--- config.mk ---
export PLATFORM = sky130hd
export DESIGN_NAME = screen_fetch_flat
export DESIGN_NICKNAME = d
export VERILOG_FILES = /design/src/rtl/vga_pkg.sv /design/src/rtl/screen_fetch_if.sv /design/src/rtl/pixel_shifter.sv /design/src/rtl/screen_fetch.sv /design/src/flat_wrapper.sv
export SDC_FILE = /design/constraint.sdc
export NUM_CORES = 1
export LEC_CHECK = 0
export BUFFER_PORTS_ARGS = -buffer_cell sky130_fd_sc_hd__buf_2
export CORE_MARGIN = 4
export CORE_UTILIZATION = 24
export DETAILED_ROUTE_END_ITERATION = 10
export HOLD_SLACK_MARGIN = 0.1
export PLACE_DENSITY_LB_ADDON = 0.12
export SLEW_MARGIN = 25
export SYNTH_ARGS = -nofsm -noshare
export SYNTH_HDL_FRONTEND = slang
export SYNTH_SLANG_ARGS = --single-unit
--- constraint.sdc ---
create_clock -name clk -period 0.95 [get_ports clk]
set_input_delay 0.095 -clock clk [delete_from_list [all_inputs] [get_ports clk]]
set_output_delay 0.095 -clock clk [all_outputs]
set_load 0.05 [all_outputs]
--- src/rtl/vga_pkg.sv ---
// Shared VGA timing, Hack screen geometry and 3/3/2 colour definitions.
// Used by the screen fetch path and its memory interface.
package vga_pkg;

  localparam int H_DISPLAY = 640;
  localparam int H_FRONT   = 16;
  localparam int H_SYNC    = 96;
  localparam int H_BACK    = 48;
  localparam int H_TOTAL   = H_DISPLAY + H_FRONT + H_SYNC + H_BACK;

  localparam int V_DISPLAY = 480;
  localparam int V_FRONT   = 10;
  localparam int V_SYNC    = 2;
  localparam int V_BACK    = 33;
  localparam int V_TOTAL   = V_DISPLAY + V_FRONT + V_SYNC + V_BACK;

  localparam int HACK_WIDTH         = 512;
  localparam int HACK_HEIGHT        = 256;
  localparam int HACK_WORDS_PER_ROW = 32;
  localparam int HACK_ADDR_W        = 13;
  localparam int HACK_WORD_W        = 16;

  typedef struct packed {
    logic [2:0] red;
    logic [2:0] green;
    logic [1:0] blue;
  } colour_t;

  localparam colour_t COLOUR_WHITE  = '{red: 3'd7, green: 3'd7, blue: 2'd3};
  localparam colour_t COLOUR_BLACK  = '{red: 3'd0, green: 3'd0, blue: 2'd0};
  localparam colour_t COLOUR_BG     = '{red: 3'd0, green: 3'd0, blue: 2'd1};
  localparam colour_t COLOUR_BORDER = '{red: 3'd7, green: 3'd0, blue: 2'd0};

  // Screen RAM word address: row in the upper bits, word within the row below.
  function automatic logic [HACK_ADDR_W-1:0] hack_addr(input logic [7:0] row,
                                                       input logic [4:0] word);
    return {row, word};
  endfunction

endpackage

--- src/rtl/screen_fetch_if.sv ---
// Screen RAM read port: the fetcher drives address/strobe, the RAM returns
// data one cycle after sampling them.
interface screen_fetch_if;
  import vga_pkg::*;

  logic [HACK_ADDR_W-1:0] mem_addr;
  logic                   mem_rd;
  logic [HACK_WORD_W-1:0] mem_data;

  modport master (output mem_addr, output mem_rd, input mem_data);
  modport slave  (input mem_addr, input mem_rd, output mem_data);
endinterface

--- src/rtl/pixel_shifter.sv ---
// 16-bit load/shift register; bit 0 is the current pixel, shifting right
// walks the Hack word left-to-right across the screen.
module pixel_shifter
  import vga_pkg::*;
(
  input  logic                   clk,
  input  logic                   reset,
  input  logic                   load,
  input  logic [HACK_WORD_W-1:0] data,
  output logic                   pixel
);

  logic [HACK_WORD_W-1:0] shreg_reg;
  logic [HACK_WORD_W-1:0] shreg_next;

  genvar gi;
  generate
    for (gi = 0; gi < HACK_WORD_W; gi++) begin : g_bit
      if (gi == HACK_WORD_W - 1) begin : g_top
        assign shreg_next[gi] = load ? data[gi] : 1'b0;
      end else begin : g_mid
        assign shreg_next[gi] = load ? data[gi] : shreg_reg[gi+1];
      end
    end
  endgenerate

  always_ff @(posedge clk or negedge reset) begin
    if (!reset) begin
      shreg_reg <= '0;
    end else begin
      shreg_reg <= shreg_next;
    end
  end

  assign pixel = shreg_reg[0];

endmodule

--- src/rtl/screen_fetch.sv ---
// Fetches Hack screen words from the VGA counters and paints the centred window.
// Define SCREEN_FETCH_BORDER_EN to draw a red 1-pixel ring around the window.
module screen_fetch
  import vga_pkg::*;
#(
  parameter int X_OFFSET  = 64,
  parameter int Y_OFFSET  = 112,
  parameter int H_DISPLAY = vga_pkg::H_DISPLAY,
  parameter int V_DISPLAY = vga_pkg::V_DISPLAY
) (
  input  logic           clk,
  input  logic           reset,
  input  logic [9:0]     hcount,
  input  logic [9:0]     vcount,
  screen_fetch_if.master mem,
  output logic [2:0]     Red,
  output logic [2:0]     Green,
  output logic [1:0]     Blue
);

  // Decision two cycles ahead of the registered strobe reaching the RAM.
  localparam int FETCH_FIRST = X_OFFSET - 3;
  localparam int CAP_FIRST   = X_OFFSET - 1;

  logic       win_row;
  logic       win_col;
  logic       blank;
  logic       fetch_hit;
  logic       capture;
  logic [8:0] fetch_rel;
  logic [3:0] cap_rel;
  logic [7:0] row;
  logic       pixel;

  logic                   mem_rd_reg;
  logic [HACK_ADDR_W-1:0] mem_addr_reg;
  colour_t                colour_reg;
  colour_t                colour_next;

  assign win_row = (vcount >= 10'(Y_OFFSET)) && (vcount < 10'(Y_OFFSET + HACK_HEIGHT));
  assign win_col = (hcount >= 10'(X_OFFSET)) && (hcount < 10'(X_OFFSET + HACK_WIDTH));
  assign blank   = (hcount >= 10'(H_DISPLAY)) || (vcount >= 10'(V_DISPLAY));
  assign row     = 8'(vcount - 10'(Y_OFFSET));

  assign fetch_rel = 9'(hcount - 10'(FETCH_FIRST));
  assign fetch_hit = win_row && (hcount >= 10'(FETCH_FIRST))
                   && (hcount < 10'(FETCH_FIRST + HACK_WIDTH)) && (fetch_rel[3:0] == 4'd0);

  assign cap_rel = 4'(hcount - 10'(CAP_FIRST));
  assign capture = win_row && (hcount >= 10'(CAP_FIRST))
                 && (hcount < 10'(CAP_FIRST + HACK_WIDTH)) && (cap_rel == 4'd0);

  always_ff @(posedge clk or negedge reset) begin
    if (!reset) begin
      mem_rd_reg   <= 1'b0;
      mem_addr_reg <= '0;
    end else begin
      mem_rd_reg <= fetch_hit;
      if (fetch_hit) begin
        mem_addr_reg <= hack_addr(row, fetch_rel[8:4]);
      end
    end
  end

  assign mem.mem_rd   = mem_rd_reg;
  assign mem.mem_addr = mem_addr_reg;

  pixel_shifter u_shifter (
    .clk   (clk),
    .reset (reset),
    .load  (capture),
    .data  (mem.mem_data),
    .pixel (pixel)
  );

`ifdef SCREEN_FETCH_BORDER_EN
  logic ring_col;
  logic ring_row;
  logic ring;

  // Ring spans one pixel beyond the window on every side, corners included.
  assign ring_col = ((hcount == 10'(X_OFFSET - 1)) || (hcount == 10'(X_OFFSET + HACK_WIDTH)))
                  && (vcount >= 10'(Y_OFFSET - 1)) && (vcount <= 10'(Y_OFFSET + HACK_HEIGHT));
  assign ring_row = ((vcount == 10'(Y_OFFSET - 1)) || (vcount == 10'(Y_OFFSET + HACK_HEIGHT)))
                  && (hcount >= 10'(X_OFFSET - 1)) && (hcount <= 10'(X_OFFSET + HACK_WIDTH));
  assign ring     = ring_col || ring_row;
`endif

  always_comb begin
    colour_next = COLOUR_BG;
    if (blank) begin
      colour_next = COLOUR_BLACK;
    end else if (win_row && win_col) begin
      colour_next = pixel ? COLOUR_BLACK : COLOUR_WHITE;
`ifdef SCREEN_FETCH_BORDER_EN
    end else if (ring) begin
      colour_next = COLOUR_BORDER;
`endif
    end
  end

  always_ff @(posedge clk or negedge reset) begin
    if (!reset) begin
      colour_reg <= COLOUR_BLACK;
    end else begin
      colour_reg <= colour_next;
    end
  end

  assign Red   = colour_reg.red;
  assign Green = colour_reg.green;
  assign Blue  = colour_reg.blue;

endmodule

--- src/flat_wrapper.sv ---
// flat-port wrapper written by rule: the top's interface ports become plain ports
module screen_fetch_flat import vga_pkg::*;
#(
  parameter int X_OFFSET  = 64,
  parameter int Y_OFFSET  = 112,
  parameter int H_DISPLAY = vga_pkg::H_DISPLAY,
  parameter int V_DISPLAY = vga_pkg::V_DISPLAY
)
  (clk, reset, hcount, vcount, Red, Green, Blue, mem_mem_addr, mem_mem_rd, mem_mem_data);
  screen_fetch_if mem_i ();
  input  logic clk;
  input  logic reset;
  input  logic [9:0] hcount;
  input  logic [9:0] vcount;
  output logic [2:0] Red;
  output logic [2:0] Green;
  output logic [1:0] Blue;
  output wire logic [$bits(mem_i.mem_addr)-1:0] mem_mem_addr;
  output wire logic [$bits(mem_i.mem_rd)-1:0] mem_mem_rd;
  input wire logic [$bits(mem_i.mem_data)-1:0] mem_mem_data;
  assign mem_mem_addr = mem_i.mem_addr;
  assign mem_mem_rd = mem_i.mem_rd;
  assign mem_i.mem_data = mem_mem_data;
  screen_fetch #(.X_OFFSET(X_OFFSET), .Y_OFFSET(Y_OFFSET), .H_DISPLAY(H_DISPLAY), .V_DISPLAY(V_DISPLAY)) u_core (.clk(clk), .reset(reset), .hcount(hcount), .vcount(vcount), .mem(mem_i), .Red(Red), .Green(Green), .Blue(Blue));
endmodule
; ---- Word level (Yosys, flattened, before mapping)
; Cells that the tools add are included.
[op_classes]
n_mux = 19
reduce_logical = 12
n_lt_le_gt_ge = 10
add_sub_neg = 3
[op_table]
columns = op, n
row1 = 10-bit less-than comparator (second input constant), 3
row2 = 8-bit two-way mux, 3
row3 = 10-bit by 6-bit >= comparator with 1-bit output (second input constant), 2
row4 = 10-bit by 7-bit >= comparator with 1-bit output (second input constant), 2
row5 = 1-bit two-way mux, 16
row6 = 10-bit >= comparator (second input constant), 1
row7 = 10-bit by 9-bit >= comparator with 1-bit output (second input constant), 1
row8 = 10-bit by 9-bit less-than comparator with 1-bit output (second input constant), 1
row9 = 1-bit logical AND, 9
row10 = 9-bit by 6-bit subtractor with 9-bit output (second input constant), 1
row11 = 4-bit logical NOT, 2
row12 = 8-bit by 7-bit subtractor with 8-bit output (second input constant), 1
row13 = 4-bit subtractor (second input constant), 1
row14 = 1-bit logical OR, 1
[totals]
out_inout_bits = 22
reg_bits = 38

; ---- Depth between registers and ports, before layout
; Gate-level depths: netlist (run 1).
[depth]
word_depth = 6
ltp_mapped = 7
mapped_depth_nobuf = 5

; ---- Cells and area by module
; A second synthesis (run 1) with hierarchy kept.
[unflattened]
hier_cells = 111
hier_area_um2 = 1584.0
[modules_own_cells]
columns = module, cells_per_inst, n_inst, area_per_inst_um2, seq_area_each_um2
row1 = screen_fetch, 77, 1, 942.2, 400.4
row2 = pixel_shifter, 34, 1, 641.9, 400.4

; ---- Least setup slack after synthesis (run 1)
; OpenSTA, ideal clock, no wires.
[synth_path]
kind = input port to flip-flop
from = in vcount[4]
to = reg u_core.u_shifter.shreg_reg[0]
slack_ns = -0.642
setup_ns = 0.125
arrival_time_ns = 1.467
cell_stages = 7
path_cell_list = ha_1 > a21oi_2 > xor2_1 > and4bb_1 > buf_6 > buf_12 > mux2_4
[synth_via]
elab_chain_cells = 6
word_cells_on_any_way = 7
[synth_lines]
columns = element, line
row1 = start: declaration, flat_wrapper.sv:14  ; input logic [9:0] vcount;
row2 = 10-bit by 7-bit >= comparator with 1-bit output or 10-bit by 9-bit less-than comparator with 1-bit output (tied branches), screen_fetch.sv:40  ; assign win_row = (vcount >= 10'(Y_OFFSET)) && (vcount < 10'(Y_OFFSET + HACK_HEIGHT));
row3 = 1-bit logical AND *, screen_fetch.sv:40
row4 = 1-bit logical AND *, screen_fetch.sv:50  ; assign capture = win_row && (hcount >= 10'(CAP_FIRST))
row5 = 1-bit logical AND * (2 in series), screen_fetch.sv:51  ; && (hcount < 10'(CAP_FIRST + HACK_WIDTH)) && (cap_rel == 4'd0);
row6 = 1-bit two-way mux *, pixel_shifter.sv:22  ; assign shreg_next[gi] = load ? data[gi] : shreg_reg[gi+1];
row7 = net u_core.u_shifter.shreg_next[0], pixel_shifter.sv:14  ; logic [HACK_WORD_W-1:0] shreg_next;
row8 = end signal: assignment, pixel_shifter.sv:31  ; shreg_reg <= shreg_next;
row9 = end: declaration, pixel_shifter.sv:13  ; logic [HACK_WORD_W-1:0] shreg_reg;
; Mark *: on every way through the listed nets, which the timed path passes. The rest lies on a longest branch.
; A chain may end at the register's enable or synchronous reset.

; ---- Worst setup path in the final report (run 1)
[layout_path]
from = in hcount[8]
to = reg u_core.u_shifter.shreg_reg[4]
[layout_via]
elab_chain_cells = 5
word_cells_on_any_way = 6
[layout_lines]
columns = element, line
row1 = start: declaration, flat_wrapper.sv:13  ; input logic [9:0] hcount;
row2 = 10-bit by 6-bit >= comparator with 1-bit output, screen_fetch.sv:50
row3 = 1-bit logical AND, screen_fetch.sv:50
row4 = 1-bit logical AND * (2 in series), screen_fetch.sv:51
row5 = 1-bit two-way mux *, pixel_shifter.sv:22
row6 = net u_core.u_shifter.shreg_next[4], pixel_shifter.sv:14
; Marks and branches as above.

==> results.toml, run 1 <==
[sta]
fin_crit_sh_pct = 136
setup_violations = 39
worst_pin_slew_ns = 0.347
max_slew_margin_pct = 76.8
whs_ns = 0.122
min_period_ns = 1.29
rsz0062_at_grt = "true"
hold_violations = 0
finalMaxSlewViolations = 0
fin_ws_ns = -0.338
fin_skew_ns = 0.00568
max_freq_ghz = 0.776

[floorplanning]
start_util_pct = 25.0
core_area_sq_um = 6460
ios = 60
rows = 29
chipWidth_microns = 90.1
die-area_sq_um = 8110
die_h_microns = 90.1

[finish]
layout-drive-gt1-share_pct = 63.0
largest_register_ffs = 16
multiInputGateArea_sq_um = 872
syn_to_final_growth_pct = 81.4
fin_nets = 269
regArea_sq_um = 802
final_cell_mix = "32 x buf_2, 31 x dfrtp_1, 28 x buf_4, 27 x mux2_4, 25 x buf_6"
fillCellCount = 592
final_core_util_pct = 45.4
layout.cells.most_common = "buf_2"
antenna_cells = 0
design_area_sq_um = 2930

[clocking]
cts_buffers = 5
path_clk_slew_ns = 0.07
cts_tree = "done"
cts.path.max_buffers = 2
root_buffer = "clkbuf_8"
clk_latency_ns = 0.28
htreeDepth = 2
cts_sinks = 32

[pwr]
power.density_nw_per_um2 = 1420
leakage_uw = 0.00145
finalPower_uw = 4170
ir_drop_mv = 0.707

[global_route]
grt_use_total_pct = 10.9
met1_usage_pct = 12.7
grt_pass1_wl_microns = 6990
antenna_found_initial = 0
grt_use_met3_pct = 3.17
grt_max_degree = 21
grt_pass1_vias = 1431
grtUsageMet2_pct = 18.9
grt-ovfl-total = 0
grt_busiest_layer = "met2"

[placed_design]
preCtsSetupSlack_ns = -0.712
gp_congestion = 0.782
port_buffers = 59
dpl-instance-area_sq_um = 2170
place_hpwl_microns = 2890

[worst_setup_path]
reg2reg_from = "u_core.u_shifter.shreg_reg[0]$_DFF_PN0_"
crit_slowest_cell = "mux2_4"
critical_path_peak_fanout = 16
critPathMaxStageDelay_ns = 0.32
crit_path_start_kind = "primary input"
end_kind = "register"
rrSetupSlack_ns = 0.05
reg2reg_to = "u_core.Blue[0]$_DFF_PN0_"
rr_worst_depth = 1
path_class = "primary input to register"
worstPathRequired_ns = 1.11
path_cells = "buf_8, o31a_1, a211oi_2, and4bb_1, buf_12, mux2_4"
arrival_ns = 1.45

[min_path]
hp-start = "vcount[9]"
min_path_cells = 3
hold_class = "primary input to register"
min_to = "u_core.Blue[0]$_DFF_PN0_"

[logic_synthesis]
synth.distinct_cells = 33
synthFlopType = "dfrtp_1"
synth-edff-count = 0
synth_nets = 154
synth_seq_cells = 32
netlist_top_cells_area = "dfrtp_1 50%, mux2_4 16%, mux2_2 7.0%"
synthArstFlopShare_pct = 100
ys_seq_area_share_pct = 49.5
syn_avg_cell_area_sq_um = 14.2
synthCells = 114
synth_area_leader_cell = "dfrtp_1"
ys.warnings.count = 0
synthDominantCellAreaShare_pct = 49.5
synth_area_sq_um = 1620

[outcome]
status = "finished with violations"
violations = "setup timing"

[detailed_routing]
drtIter0Drc = 20
ant_nets = 0
wl_per_cell_microns = 13.4
drc = 0
drt_wl_total_microns = 4110
firstDrtPassIters = 2
via_per_inst = 4.23
num_vias = 1299

[run]
max_cap_violations = 0
-- metal layers --
layer | routed length, microns | up-vias
met3 | 247 | 6
met1 | 1730 | 630
met4 | 61 | 0
met2 | 2070 | 37
met5 | 0 | -
li1 | - | 626
-- layout make-up --
type                       instances  share of cell area [%]
timing repair buffer             118                    36.0
inverter                           3                   0.384
multi-input combinational         69                    29.7
tap                               77                    3.28
sequential                        32                    27.3
clock buffer                       7                    2.94
clock inverter                     1                   0.256
-- cell families after synthesis --
logic type,Yosys count,synth area share [%]
flip-flops,32,49.5
adder cells (fa/ha/maj),2,1.55
AND/OR/NAND/NOR,17,7.04
XOR/XNOR,9,4.88
multiplexers,28,23.4
buffers and inverters,13,7.35
AO/OA/AOI/OAI,13,6.27
-- critical path: cells and delay by family --
| family | cells | cell delay [ns] |
|---|---|---|
| and+or+nand+nor | 1 | 0.27 |
| AOI/OAI and AO/OA | 2 | 0.46 |
| buffers and inverters | 2 | 0.29 |
| muxes | 1 | 0.32 |
-- repair_timing --
item,4_1_cts,5_1_grt
pin swaps,6,7
hold buffers,21,0
resized for setup,76,16
setup endpoints to repair,54,53
setup buffers,8,5
endpoints found under the hold margin,52,0
-- metrics by stage --
step | cells | setup TNS (ns)
6_report | 307 | -10.04
5_1_grt | 307 | -12.51
4_1_cts | 304 | -9.98
3_5_place_dp | 267 | -21.40
3_3_place_gp | 267 | -20.95
2_1_floorplan | 114 | -13.02
-- how the worst max path moves through the flow --
| stage | start | to | slack, ns | depth (start not counted) |
|---|---|---|---|---|
| 6_report | hcount[8] | u_core.u_shifter.shreg_reg[4]$_DFF_PN0_ | -0.34 | 6 |
| 3_5_place_dp | vcount[4] | u_core.mem.mem_addr[1]$_DFFE_PN0P_ | -0.71 | 7 |
| 3_3_place_gp | vcount[4] | u_core.mem.mem_addr[7]$_DFFE_PN0P_ | -0.70 | 7 |
| 5_1_grt | hcount[8] | u_core.u_shifter.shreg_reg[13]$_DFF_PN0_ | -0.40 | 6 |
| 4_1_cts | hcount[8] | u_core.u_shifter.shreg_reg[8]$_DFF_PN0_ | -0.36 | 6 |
| 2_1_floorplan | vcount[4] | u_core.u_shifter.shreg_reg[0]$_DFF_PN0_ | -0.51 | 7 |
-- power by group --
group / leakage [uW] / switching (uW) / internal (uW)
registers: 0.000429 / 97.8 / 1490
logic: 0.000976 / 741 / 742
clock network: 0.0000445 / 508 / 588
-- cell usage after synthesis, drive strengths merged, types with 2 or more instances --
library cell  number
mux2              27
xor2               5
a21oi              3
nor2               4
inv                3
ha                 2
dfrtp             32
xnor2              4
nand3              3
buf               10
nand2              2
nor4               2
(Power assumes the default switching activity.)
==> inputs of run 2 (changes only) <==
--- a/config.mk
+++ b/config.mk
@@ -9,8 +9,11 @@
 export CORE_MARGIN = 4
 export CORE_UTILIZATION = 24
 export DETAILED_ROUTE_END_ITERATION = 10
+export GPL_ROUTABILITY_DRIVEN = 0
+export GPL_TIMING_DRIVEN = 0
 export HOLD_SLACK_MARGIN = 0.1
 export PLACE_DENSITY_LB_ADDON = 0.12
+export SETUP_SLACK_MARGIN = 0.2
 export SLEW_MARGIN = 25
 export SYNTH_ARGS = -nofsm -noshare
 export SYNTH_HDL_FRONTEND = slang
==> results.toml, run 2 (synthesized netlist as in run 1, its figures left out) <==
[worst_setup_path]
endpoint = "u_core.u_shifter.shreg_reg[14]$_DFF_PN0_"
crit_path_start_kind = "primary input"
setup.worst_path.start = "hcount[8]"
arrival_ns = 1.50
path_class = "primary input to register"
reg2reg_from = "u_core.u_shifter.shreg_reg[0]$_DFF_PN0_"
rrSetupSlack_ns = 0.04
rr_worst_depth = 1
critical_path_peak_fanout = 10
worstPathRequired_ns = 1.11
reg2reg_to = "u_core.Blue[0]$_DFF_PN0_"
end_kind = "register"

[finish]
stdcell_count = 280
fillCellCount = 602
design_area_sq_um = 2670
antenna_cells = 0
largest_register_ffs = 16
syn_to_final_growth_pct = 65.3
layout-drive-gt1-share_pct = 68.0
layout.cells.most_common = "buf_2"
regArea_sq_um = 806
fin_nets = 243
multiInputGateArea_sq_um = 822
final_cell_mix = "32 x buf_2, 30 x dfrtp_1, 29 x buf_6, 27 x mux2_4, 16 x buf_4"

[clocking]
cts_sinks = 32
path_clk_slew_ns = 0.07
root_buffer = "clkbuf_8"
htreeDepth = 2
postCtsHoldBufs = 1
cts_buffers = 5
clk_latency_ns = 0.27
cts_tree = "done"
cts.path.max_buffers = 2

[floorplanning]
ios = 60
start_util_pct = 25.0
chipWidth_microns = 90.1
die_h_microns = 90.1
rows = 29
die-area_sq_um = 8110
core_area_sq_um = 6460

[detailed_routing]
firstDrtPassIters = 4
drt_wl_total_microns = 4010
via_per_inst = 4.33
ant_nets = 0
drtIter0Drc = 29
wl_per_cell_microns = 14.3
drc = 0
num_vias = 1211

[sta]
min_period_ns = 1.34
whs_ns = -0.112
finalMaxSlewViolations = 0
hold_violations = 32
worst_pin_slew_ns = 0.761
max_freq_ghz = 0.746
max_slew_margin_pct = 49.3
setup_tns_ns = -11.34
setup_violations = 38
fin_skew_ns = 0.00418
fin_crit_sh_pct = 141
rsz0062_at_grt = "true"
fin_ws_ns = -0.391

[outcome]
violations = "hold timing, setup timing"
status = "finished with violations"

[global_route]
grt_pass1_wl_microns = 6620
grt_max_degree = 33
antenna_found_initial = 0
grt_pass1_vias = 1338
grt_use_total_pct = 10.2
grt-ovfl-total = 0

[pwr]
pwr-share-seq_pct = 39.9
ir_drop_mv = 0.710
swShare_pct = 32.7
clkPwrFrac_pct = 24.7
leakage_uw = 0.00134
p_switching_uw = 1300
pwr-share-comb_pct = 35.4
intPower_uw = 2670
power.density_nw_per_um2 = 1480

[placed_design]
placed_cells = 250
port_buffers = 59
dpl-instance-area_sq_um = 2070
place_hpwl_microns = 2740

[run]
max_cap_violations = 0

[min_path]
hold_class = "primary input to async pin"
## run 2: changes by cell type in the layout (fill, tap and decap cells not counted), sizes merged
cell,delta
buf,-6
clkinvlp,-1
dlygate4sd3,-20
clkbuf,-1
clkinv,+1
## run 2: cell type report
cell class | instances | area share, %
inverter | 3 | 0.421
tap | 77 | 3.60
clock buffer | 6 | 2.72
buffer | 10 | 5.15
timing repair buffer | 82 | 27.0
multi-input combinational | 69 | 30.8
sequential | 32 | 30.1
clock inverter | 1 | 0.187
## run 2: power groups by stage
stage	Combinational (uW)	Sequential [uW]	Clock, uW
2_1_floorplan	355	1950	0
3_5_place_dp	1040	1590	0
3_3_place_gp	1030	1580	0
6_report	1400	1580	980
5_1_grt	1470	1600	1090
4_1_cts	1390	1580	1050
## run 2: worst min-delay path by stage
stage,from,end,slack [ns],depth (start not counted)
after floorplan,reset,u_core.Blue[0]$_DFF_PN0_,-0.20,0
after global placement,reset,u_core.mem.mem_addr[7]$_DFFE_PN0P_,0.19,1
after detailed placement,reset,u_core.mem.mem_addr[6]$_DFFE_PN0P_,0.22,1
after CTS,reset,u_core.mem.mem_addr[6]$_DFFE_PN0P_,-0.09,1
after global routing,reset,u_core.mem.mem_addr[6]$_DFFE_PN0P_,-0.05,1
final,reset,u_core.mem.mem_addr[6]$_DFFE_PN0P_,-0.11,1
## run 2: layer usage
layer,part of all wire [%],vias up,GRT usage [%]
li1,-,573,-
met1,42,590,11.4
met2,50,43,18.1
met3,7.2,5,3.92
met4,0.90,0,2.68
met5,0,-,0
## run 2: repair_timing
action                                  in CTS  in global routing
gates cloned                                 1                  0
hold endpoints to repair                    54                 53
pin swaps                                    4                  3
resized for setup                           79                  7
endpoints found under the setup margin      54                 54
buffers inserted                            18                  3
## run 2: through the flow
step	total power, uW	utilization, %	setup slack [ns]
6_report	3960	41.4	-0.391
5_1_grt	4160	41.4	-0.448
4_1_cts	4020	40.6	-0.380
3_5_place_dp	2630	32.0	-0.838
3_3_place_gp	2610	32.0	-0.806
2_1_floorplan	2310	-	-0.513
## run 2: critical path, cell delays in order
cell	delay (ns)
buf_12	0.11
o31a_1	0.29
a211oi_2	0.18
and4bb_1	0.25
buf_6	0.13
buf_12	0.14
mux2_4	0.30
